File: src/rtl/seven_seg_pkg.sv
// Shared constants for the seven-segment scanner: active-low segment codes
// ({g,f,e,d,c,b,a}), the all-off anode pattern and a constant log2 helper.
package seven_seg_pkg;

  localparam logic [6:0] SEG_0    = 7'h40;
  localparam logic [6:0] SEG_1    = 7'h79;
  localparam logic [6:0] SEG_2    = 7'h24;
  localparam logic [6:0] SEG_3    = 7'h30;
  localparam logic [6:0] SEG_4    = 7'h19;
  localparam logic [6:0] SEG_5    = 7'h12;
  localparam logic [6:0] SEG_6    = 7'h02;
  localparam logic [6:0] SEG_7    = 7'h78;
  localparam logic [6:0] SEG_8    = 7'h00;
  localparam logic [6:0] SEG_9    = 7'h10;
  localparam logic [6:0] SEG_DASH = 7'h3F;
  localparam logic [6:0] SEG_OFF  = 7'h7F;

  localparam logic [3:0] AN_OFF = 4'b1111;

  // Bits needed to hold values 0..value-1 (minimum 1).
  function automatic int clog2(input int value);
    int r;
    r = 1;
    for (int i = 1; i < 31; i++) begin
      if ((1 << i) < value) r = i + 1;
    end
    return r;
  endfunction

endpackage

File: src/rtl/seven_seg_scan_decoder.sv
// Combinational BCD to active-low seven-segment decoder; codes 10..15 show a dash.
module seg_decoder
  import seven_seg_pkg::*;
(
  input  logic [3:0] digit_i,
  output logic [6:0] seg_o
);

  always_comb begin
    seg_o = SEG_DASH;
    case (digit_i)
      4'd0:    seg_o = SEG_0;
      4'd1:    seg_o = SEG_1;
      4'd2:    seg_o = SEG_2;
      4'd3:    seg_o = SEG_3;
      4'd4:    seg_o = SEG_4;
      4'd5:    seg_o = SEG_5;
      4'd6:    seg_o = SEG_6;
      4'd7:    seg_o = SEG_7;
      4'd8:    seg_o = SEG_8;
      4'd9:    seg_o = SEG_9;
      default: seg_o = SEG_DASH;
    endcase
  end

endmodule

File: src/rtl/seven_seg_scan.sv
// Four-digit common-anode display scanner with per-frame digit snapshot,
// anti-ghosting guard at the start of every slot and leading-zero blanking.
module seven_seg_scan
  import seven_seg_pkg::*;
#(
  parameter int REFRESH_DIV = 100000,
  parameter int GUARD       = 16
) (
  input  logic       clk_base,
  input  logic       reset,
  input  logic [3:0] num4,
  input  logic [3:0] num3,
  input  logic [3:0] num2,
  input  logic [3:0] num1,
  input  logic [3:0] dp_mask,
  input  logic       blank_lz,
  output logic [3:0] an,
  output logic [6:0] seg,
  output logic       dp
);

  localparam int            CW      = clog2(REFRESH_DIV);
  localparam logic [CW-1:0] CNT_MAX = CW'(REFRESH_DIV - 1);
  localparam logic [CW-1:0] GUARD_C = CW'(GUARD);

  logic [CW-1:0]   cnt_q, cnt_d;
  logic [1:0]      idx_q, idx_d;
  logic [3:0][3:0] snap_q;
  logic [3:0]      snap_dp_q;
  logic [3:0]      an_q, an_d;
  logic [6:0]      seg_q, seg_d;
  logic            dp_q, dp_d;

  logic       end_slot, end_frame;
  logic [3:0] zero_from;
  logic       blank;
  logic [6:0] seg_dec;

  seg_decoder u_dec (
    .digit_i (snap_q[idx_q]),
    .seg_o   (seg_dec)
  );

  always_comb begin
    end_slot  = (cnt_q == CNT_MAX);
    end_frame = end_slot && (idx_q == 2'd3);
    cnt_d     = end_slot ? '0 : cnt_q + CW'(1);
    idx_d     = end_slot ? idx_q + 2'd1 : idx_q;
  end

  // zero_from[k]: every snapshot digit from position k up to num4 is zero.
  always_comb begin
    zero_from    = '0;
    zero_from[3] = (snap_q[3] == 4'd0);
    zero_from[2] = zero_from[3] && (snap_q[2] == 4'd0);
    zero_from[1] = zero_from[2] && (snap_q[1] == 4'd0);
    zero_from[0] = zero_from[1] && (snap_q[0] == 4'd0);
    blank = blank_lz && (idx_q != 2'd0) && zero_from[idx_q] && !snap_dp_q[idx_q];
  end

  always_comb begin
    an_d  = AN_OFF;
    seg_d = SEG_OFF;
    dp_d  = 1'b1;
    if ((cnt_q >= GUARD_C) && !blank) begin
      an_d  = ~(4'b0001 << idx_q);
      seg_d = seg_dec;
      dp_d  = ~snap_dp_q[idx_q];
    end
  end

  always_ff @(posedge clk_base) begin
    if (reset) begin
      cnt_q     <= '0;
      idx_q     <= 2'd0;
      an_q      <= AN_OFF;
      seg_q     <= SEG_OFF;
      dp_q      <= 1'b1;
      snap_q    <= {num4, num3, num2, num1};
      snap_dp_q <= dp_mask;
    end else begin
      cnt_q <= cnt_d;
      idx_q <= idx_d;
      an_q  <= an_d;
      seg_q <= seg_d;
      dp_q  <= dp_d;
      if (end_frame) begin
        snap_q    <= {num4, num3, num2, num1};
        snap_dp_q <= dp_mask;
      end
    end
  end

  assign an  = an_q;
  assign seg = seg_q;
  assign dp  = dp_q;

endmodule

File: config.mk
export PLATFORM = sky130hd
export DESIGN_NAME = seven_seg_scan
export DESIGN_NICKNAME = d
export VERILOG_FILES = /design/src/rtl/seven_seg_pkg.sv /design/src/rtl/seven_seg_scan_decoder.sv /design/src/rtl/seven_seg_scan.sv
export SDC_FILE = /design/constraint.sdc
export NUM_CORES = 1
export LEC_CHECK = 0
export ABC_AREA = 1
export CAP_MARGIN = 20
export CORE_MARGIN = 2
export CORE_UTILIZATION = 45
export CTS_BUF_LIST = sky130_fd_sc_hd__clkbuf_4
export DETAILED_ROUTE_END_ITERATION = 12
export PLACE_DENSITY = 0.69
export SYNTH_ARGS = -nofsm -noshare
export SYNTH_HDL_FRONTEND = slang
export SYNTH_HIERARCHICAL = 1
export SYNTH_SLANG_ARGS = --single-unit
File: constraint.sdc
create_clock -name clk_base -period 2.58 [get_ports clk_base]
set_input_delay 0.258 -clock clk_base [delete_from_list [all_inputs] [get_ports clk_base]]
set_output_delay 0.258 -clock clk_base [all_outputs]
set_load 0.01 [all_outputs]
# == Word-level counts from Yosys, hierarchy flattened ==
# Memory sizes are Yosys's and may differ from the RTL's. A register that Yosys moved wholly into a read port is not among the register bits.
# Index checks and enable logic that the tools add are counted.
# word_totals
regBits,44
romBits,112
output_inout_bits,12
memories,1
# op_classes
addsub,2
magnitude_cmp,2
n_eq_ne,2
shift,1
mux,10
n_bitwise,3
n_reduce_logical,18
# mem_list
name,depth,width,read_ports,rd_clocked_by_memory_dff,wr,line,source
(name not given),16,7,1,1,0,seven_seg_scan_decoder.sv:11,case (digit_i)
# op_table
operator,n
2-to-1 mux 16 bit,2
"adder 17 x 1 -> 17 bit, second input constant",1
"equality test 17 bit, second input constant",1
">= comparator 17 x 5 -> 1 bit, second input constant",1
logical NOT 4 bit,4
2-to-1 mux 4 bit,3
binary-select mux 4 bit (select 2 bit),1
logical AND 1 bit,8
binary-select mux 1 bit (select 2 bit),2
NOT 4 bit,1
nonzero test 2 bit,2
OR reduction 2 bit,2
"<< shifter 1 x 2 -> 4 bit, first input constant",1
"less-than comparator 2 x 3 -> 1 bit, second input constant",1
"adder 2 x 1 -> 2 bit, second input constant",1
"equality test 2 bit, second input constant",1
logical NOT 1 bit,2
2-to-1 mux 1 bit,2
NOT 1 bit,2

# == Depth between registers and ports, before layout ==
# depth
depth_word,12
depth_mapped,12

# == By module ==
# Netlist, hierarchy kept.
# by_module_without_submodules
mod,n_inst,cells_each,area_per_inst_um2,seq_area_each_um2
seven_seg_scan,1,266,2292.2,1221.2
seg_decoder,1,35,187.7,0.0

# == Worst setup path after synthesis ==
# OpenSTA, ideal clock, no wires.
# synth_path
kind,reg-to-reg
startpoint,register cnt_q[0]
endpoint,"register snap_dp_q[0], enable pin"
setup_time_ns,0.397
arrival_ns,2.022
required_ns,2.183
slack_ns,0.161
stages_incl_launch_ff,8
n_path_buf,0
cell_sequence,dfxtp_1 -> ha_1 -> nand3_2 -> nor2_4 -> nand2_2 -> nand2_4 -> inv_2 -> nor2_1
# synth_via
elab_chain_len,3
# synth_rtl
item,line,source
"start, declared",seven_seg_scan.sv:26,"logic [CW-1:0] cnt_q, cnt_d;"
"start signal, assigned",seven_seg_scan.sv:82,cnt_q <= cnt_d;
equality test 17 bit,seven_seg_scan.sv:45,end_slot = (cnt_q == CNT_MAX);
logical AND 1 bit,seven_seg_scan.sv:46,end_frame = end_slot && (idx_q == 2'd3);
nonzero test 2 bit (no line),--,
"end signal, assigned",seven_seg_scan.sv:80,snap_dp_q <= dp_mask;
"end signal, assigned",seven_seg_scan.sv:89,snap_dp_q <= dp_mask;
"end, declared",seven_seg_scan.sv:29,logic [3:0] snap_dp_q;
# Every way passes these cells.
# A chain may end at the register's enable or synchronous reset.

# == Final worst setup path ==
# layout_path
startpoint,register idx_q[0]
endpoint,"register seg_q[3], in the netlist seg[3]"
# layout_via
elab_chain_len,8
elab_cells_between_ends,15
# layout_rtl
item,line,source
"start, declared",seven_seg_scan.sv:27,"logic [1:0] idx_q, idx_d;"
"start signal, assigned",seven_seg_scan.sv:83,idx_q <= idx_d;
binary-select mux 1 bit (select 2 bit) / nonzero test 2 bit (equally long branches),seven_seg_scan.sv:58,blank = blank_lz && (idx_q != 2'd0) && zero_from[idx_q] && !snap_dp_q[idx_q];
2-to-1 mux 1 bit (not written as such) / logical AND 1 bit (equally long branches),seven_seg_scan.sv:58,
logical AND 1 bit / logical NOT 1 bit (equally long branches),seven_seg_scan.sv:58,
logical AND 1 bit,seven_seg_scan.sv:58,
logical NOT 1 bit,seven_seg_scan.sv:65,if ((cnt_q >= GUARD_C) && !blank) begin
logical AND 1 bit,seven_seg_scan.sv:65,
NOT 1 bit (no line),--,
OR reduction 2 bit (no line),--,
"end, declared",seven_seg_scan.sv:31,"logic [6:0] seg_q, seg_d;"
# Parallel ways exist; a longest one is shown, timed or not. The select of a mux whose other input is x is not followed.

==> impl_metrics.toml <==
[outcome]
status = "complete, no violations"

[synthesis]
yosysTopAreaCellShare_pct = 25.03
synthArstFlopShare_pct = 0
yosysSeqAreaShare_pct = 49.24
yosys.cell_types.count = 29
avgSynthCellArea_sq_um = 8.239
syn_nets = 335
ys_top_cells_by_area = "dfxtp_1, edfxtp_1, nand2_1, nor2_1, nand3_1"
synth_seq_cells = 51
yosysTopAreaCell = "dfxtp_1"
yosysWarnings = 6
syn-cell-area_sq_um = 2480
syn_inst = 301
synth-edff-count = 20
ys.flop_type = "dfxtp_1"

[layout]
drive_above_1_share_pct = 10.56
antennaDiodeCount = 0
area_growth_syn_to_layout_pct = 19.07
postLayoutCoreUtil_pct = 54.63
nets = 374

[detailed_routing]
drc = 0
drt-initial-drc-count = 181
viasPerCell = 4.726
wl_per_cell_microns = 10.49
drtPass1Iterations = 4
wirelength_microns = 4334
num_vias = 1952
drtAntennaViolNets = 0

[floorplan]
num_rows = 27
dieArea_sq_um = 6121
die-width_microns = 78.24
fp.coreArea_sq_um = 5405
start_util_pct = 45.88
io_pins = 35
die_y_microns = 78.24

[clocking]
holdBufCountCts = 0
clkSinkCount = 51
htreeDepth = 2
clk_latency_ns = 0.37
cts_root_buf = "clkbuf_4"
postCtsSetupBuffers = 0
cts_buffers = 5
cts.reportedPaths.clkPinSlew_ns = 0.15
cts_tree = "yes"
clk_path_buf_depth = 2
cts_resized = 0

[timing]
fin_crit_sh_pct = 82.62
setup-violations-final = 0
period_needed_ns = 2.132
timing.final.ws_setup_ns = 0.4485
whs_ns = 0.4204
max_freq_mhz = 469.2
fin_skew_ns = 0.01098
relSlewSlack_pct = 66.00
hold_viol = 0
tightest_slew_ns = 0.5100
slew_viol_final = 0
setup_tns_ns = 0
rsz0062_at_grt = "no"

[worst_setup_path]
critical_path_required_ns = 2.83
cpMostUsedCell = "inv_1"
crit_fanout = 14
ff2ff_path_depth = 10
crit_path_end_kind = "flip-flop"
r2r_start = "idx_q[0]"
setup.worst_path.class = "flip-flop to flip-flop"
critPathMaxStageDelay_ns = 0.41
critPathLaunchType = "flip-flop"
crit_buf_inv = 3
crit_start = "idx_q[0]"
cp.arrival_ns = 2.39
r2r_slack_ns = 0.45
crit_chain = "inv_1, o21ai_0, o22ai_1, inv_1, ha_1, nand2_1, nand3_1, nand2_1, inv_1, nand3_1"
cp_slowest_cell = "dfxtp_1"
r2r_end = "seg[3]"
crit_family = "buffers and inverters"

[power]
cellLeakagePower_nw = 1.144
pwr-share-clk_pct = 27.9
p_per_area_nw_per_um2 = 448.8
power.share.sequential_pct = 65.4
ir_worst_vdd_uv = 258.8
p_int_mw = 1.013
switchingPower_mw = 0.3123
power_frac_comb_pct = 6.7
swShare_pct = 23.57

[min_path]
holdPathStages = 1
hold_end = "snap_q[1]"
min_from = "num1[1]"
hold_class = "input pin to flip-flop"

[grt]
antenna_found_initial = 0
overflow = 0
grt_max_degree = 21
grt_pass1_vias = 1770
grt_pass1_wl_microns = 7527
track_usage_pct = 15.36

[placed_design]
detailed_place_hpwl_microns = 3294
port-buffer-count = 34
pre_cts_ws_ns = 0.4724
gp_congestion = 0.9491

[run]
cap_violations = 0
kinds of logic after synthesis:
family / count (synthesis) / synth area share (%)
and+or+nand+nor: 163 / 29.87
adders and majority gates: 11 / 5.550
AOI/OAI and AO/OA: 27 / 5.953
DFF: 51 / 49.24
xor gates and xnor gates: 5 / 1.766
buffers and inverters: 44 / 7.619
metrics by stage:
stage               power [mW]  area [sq um]  std cells
floorplan               0.9321          2480        301
global placement        0.9730          2892        405
detailed placement      0.9751          2892        405
CTS                      1.340          2953        413
global route             1.390          2953        413
finish                   1.325          2953        413
routing by layer:
layer  global-route usage (%)  part of all wire [%]  vias up
li1                         -                     -     1043
met2                    24.14                    44       57
met4                    4.737                   1.1        0
met1                    20.88                    50      846
met3                    3.908                   5.3        6
met5                        0                     0        -
how the worst max path moves through the flow:
stage                     cells after the start           end  slack, ns
after global routing                         10        seg[3]       0.23
after CTS                                     8  snap_dp_q[2]       0.47
after floorplan                               7  snap_dp_q[0]       0.16
final                                        10        seg[3]       0.45
after detailed placement                      8     snap_q[4]       0.47
after global placement                        8     snap_q[1]       0.55
registers in the layout, indices dropped and copies added (netlist names):
register,flops
cnt_q,17
snap_q,16
seg,7
an,4
snap_dp_q,4
idx_q,2
dp,1
synth_stat cells (4+ instances only):
master / n
nand2_2: 4
dfxtp_1: 31
a21oi_1: 9
nor2_2: 10
inv_1: 36
nor2_1: 44
ha_1: 11
o22ai_1: 4
nand4_1: 5
nand3_1: 31
o21ai_0: 11
nand2_1: 61
edfxtp_1: 20
layout by cell type, fill, tap and decap left out:
cell	instances
nand2_1	61
nor2_1	44
inv_1	36
clkdlybuf4s50_1	34
nand3_1	31
dfxtp_1	31
edfxtp_1	20
o21ai_0	11
ha_1	11
nor2_2	10
a21oi_1	9
nand4_1	5
clkbuf_4	5
o22ai_1	4
nand2_2	4
nand3_2	3
xor2_1	3
buf_4	3
inv_2	2
a21oi_2	2
xnor2_1	2
clkinvlp_4	2
clkinv_2	1
nor2_4	1
nand2_4	1
and2_1	1
o21ai_1	1
or2_2	1
nand3b_1	1
inv_6	1
power groups by stage:
stage               Sequential, mW  Clock, mW  Combinational (mW)
floorplan                    0.883          0              0.0496
global placement             0.884          0              0.0887
detailed placement           0.885          0              0.0901
CTS                          0.867      0.383              0.0901
global route                 0.869      0.419               0.101
finish                       0.867      0.369              0.0891
final cells by class:
class | instances | area (sq um)
flip-flops and latches | 51 | 1221
clock inverters | 3 | 23.77
multi-input cells | 206 | 1070
repair buffers | 37 | 362.8
clock buffers | 5 | 37.54
fillers | 523 | 2452
well taps | 72 | 90.09
inverters | 39 | 147.6
No activity file was read; power rests on OpenSTA's default activity.
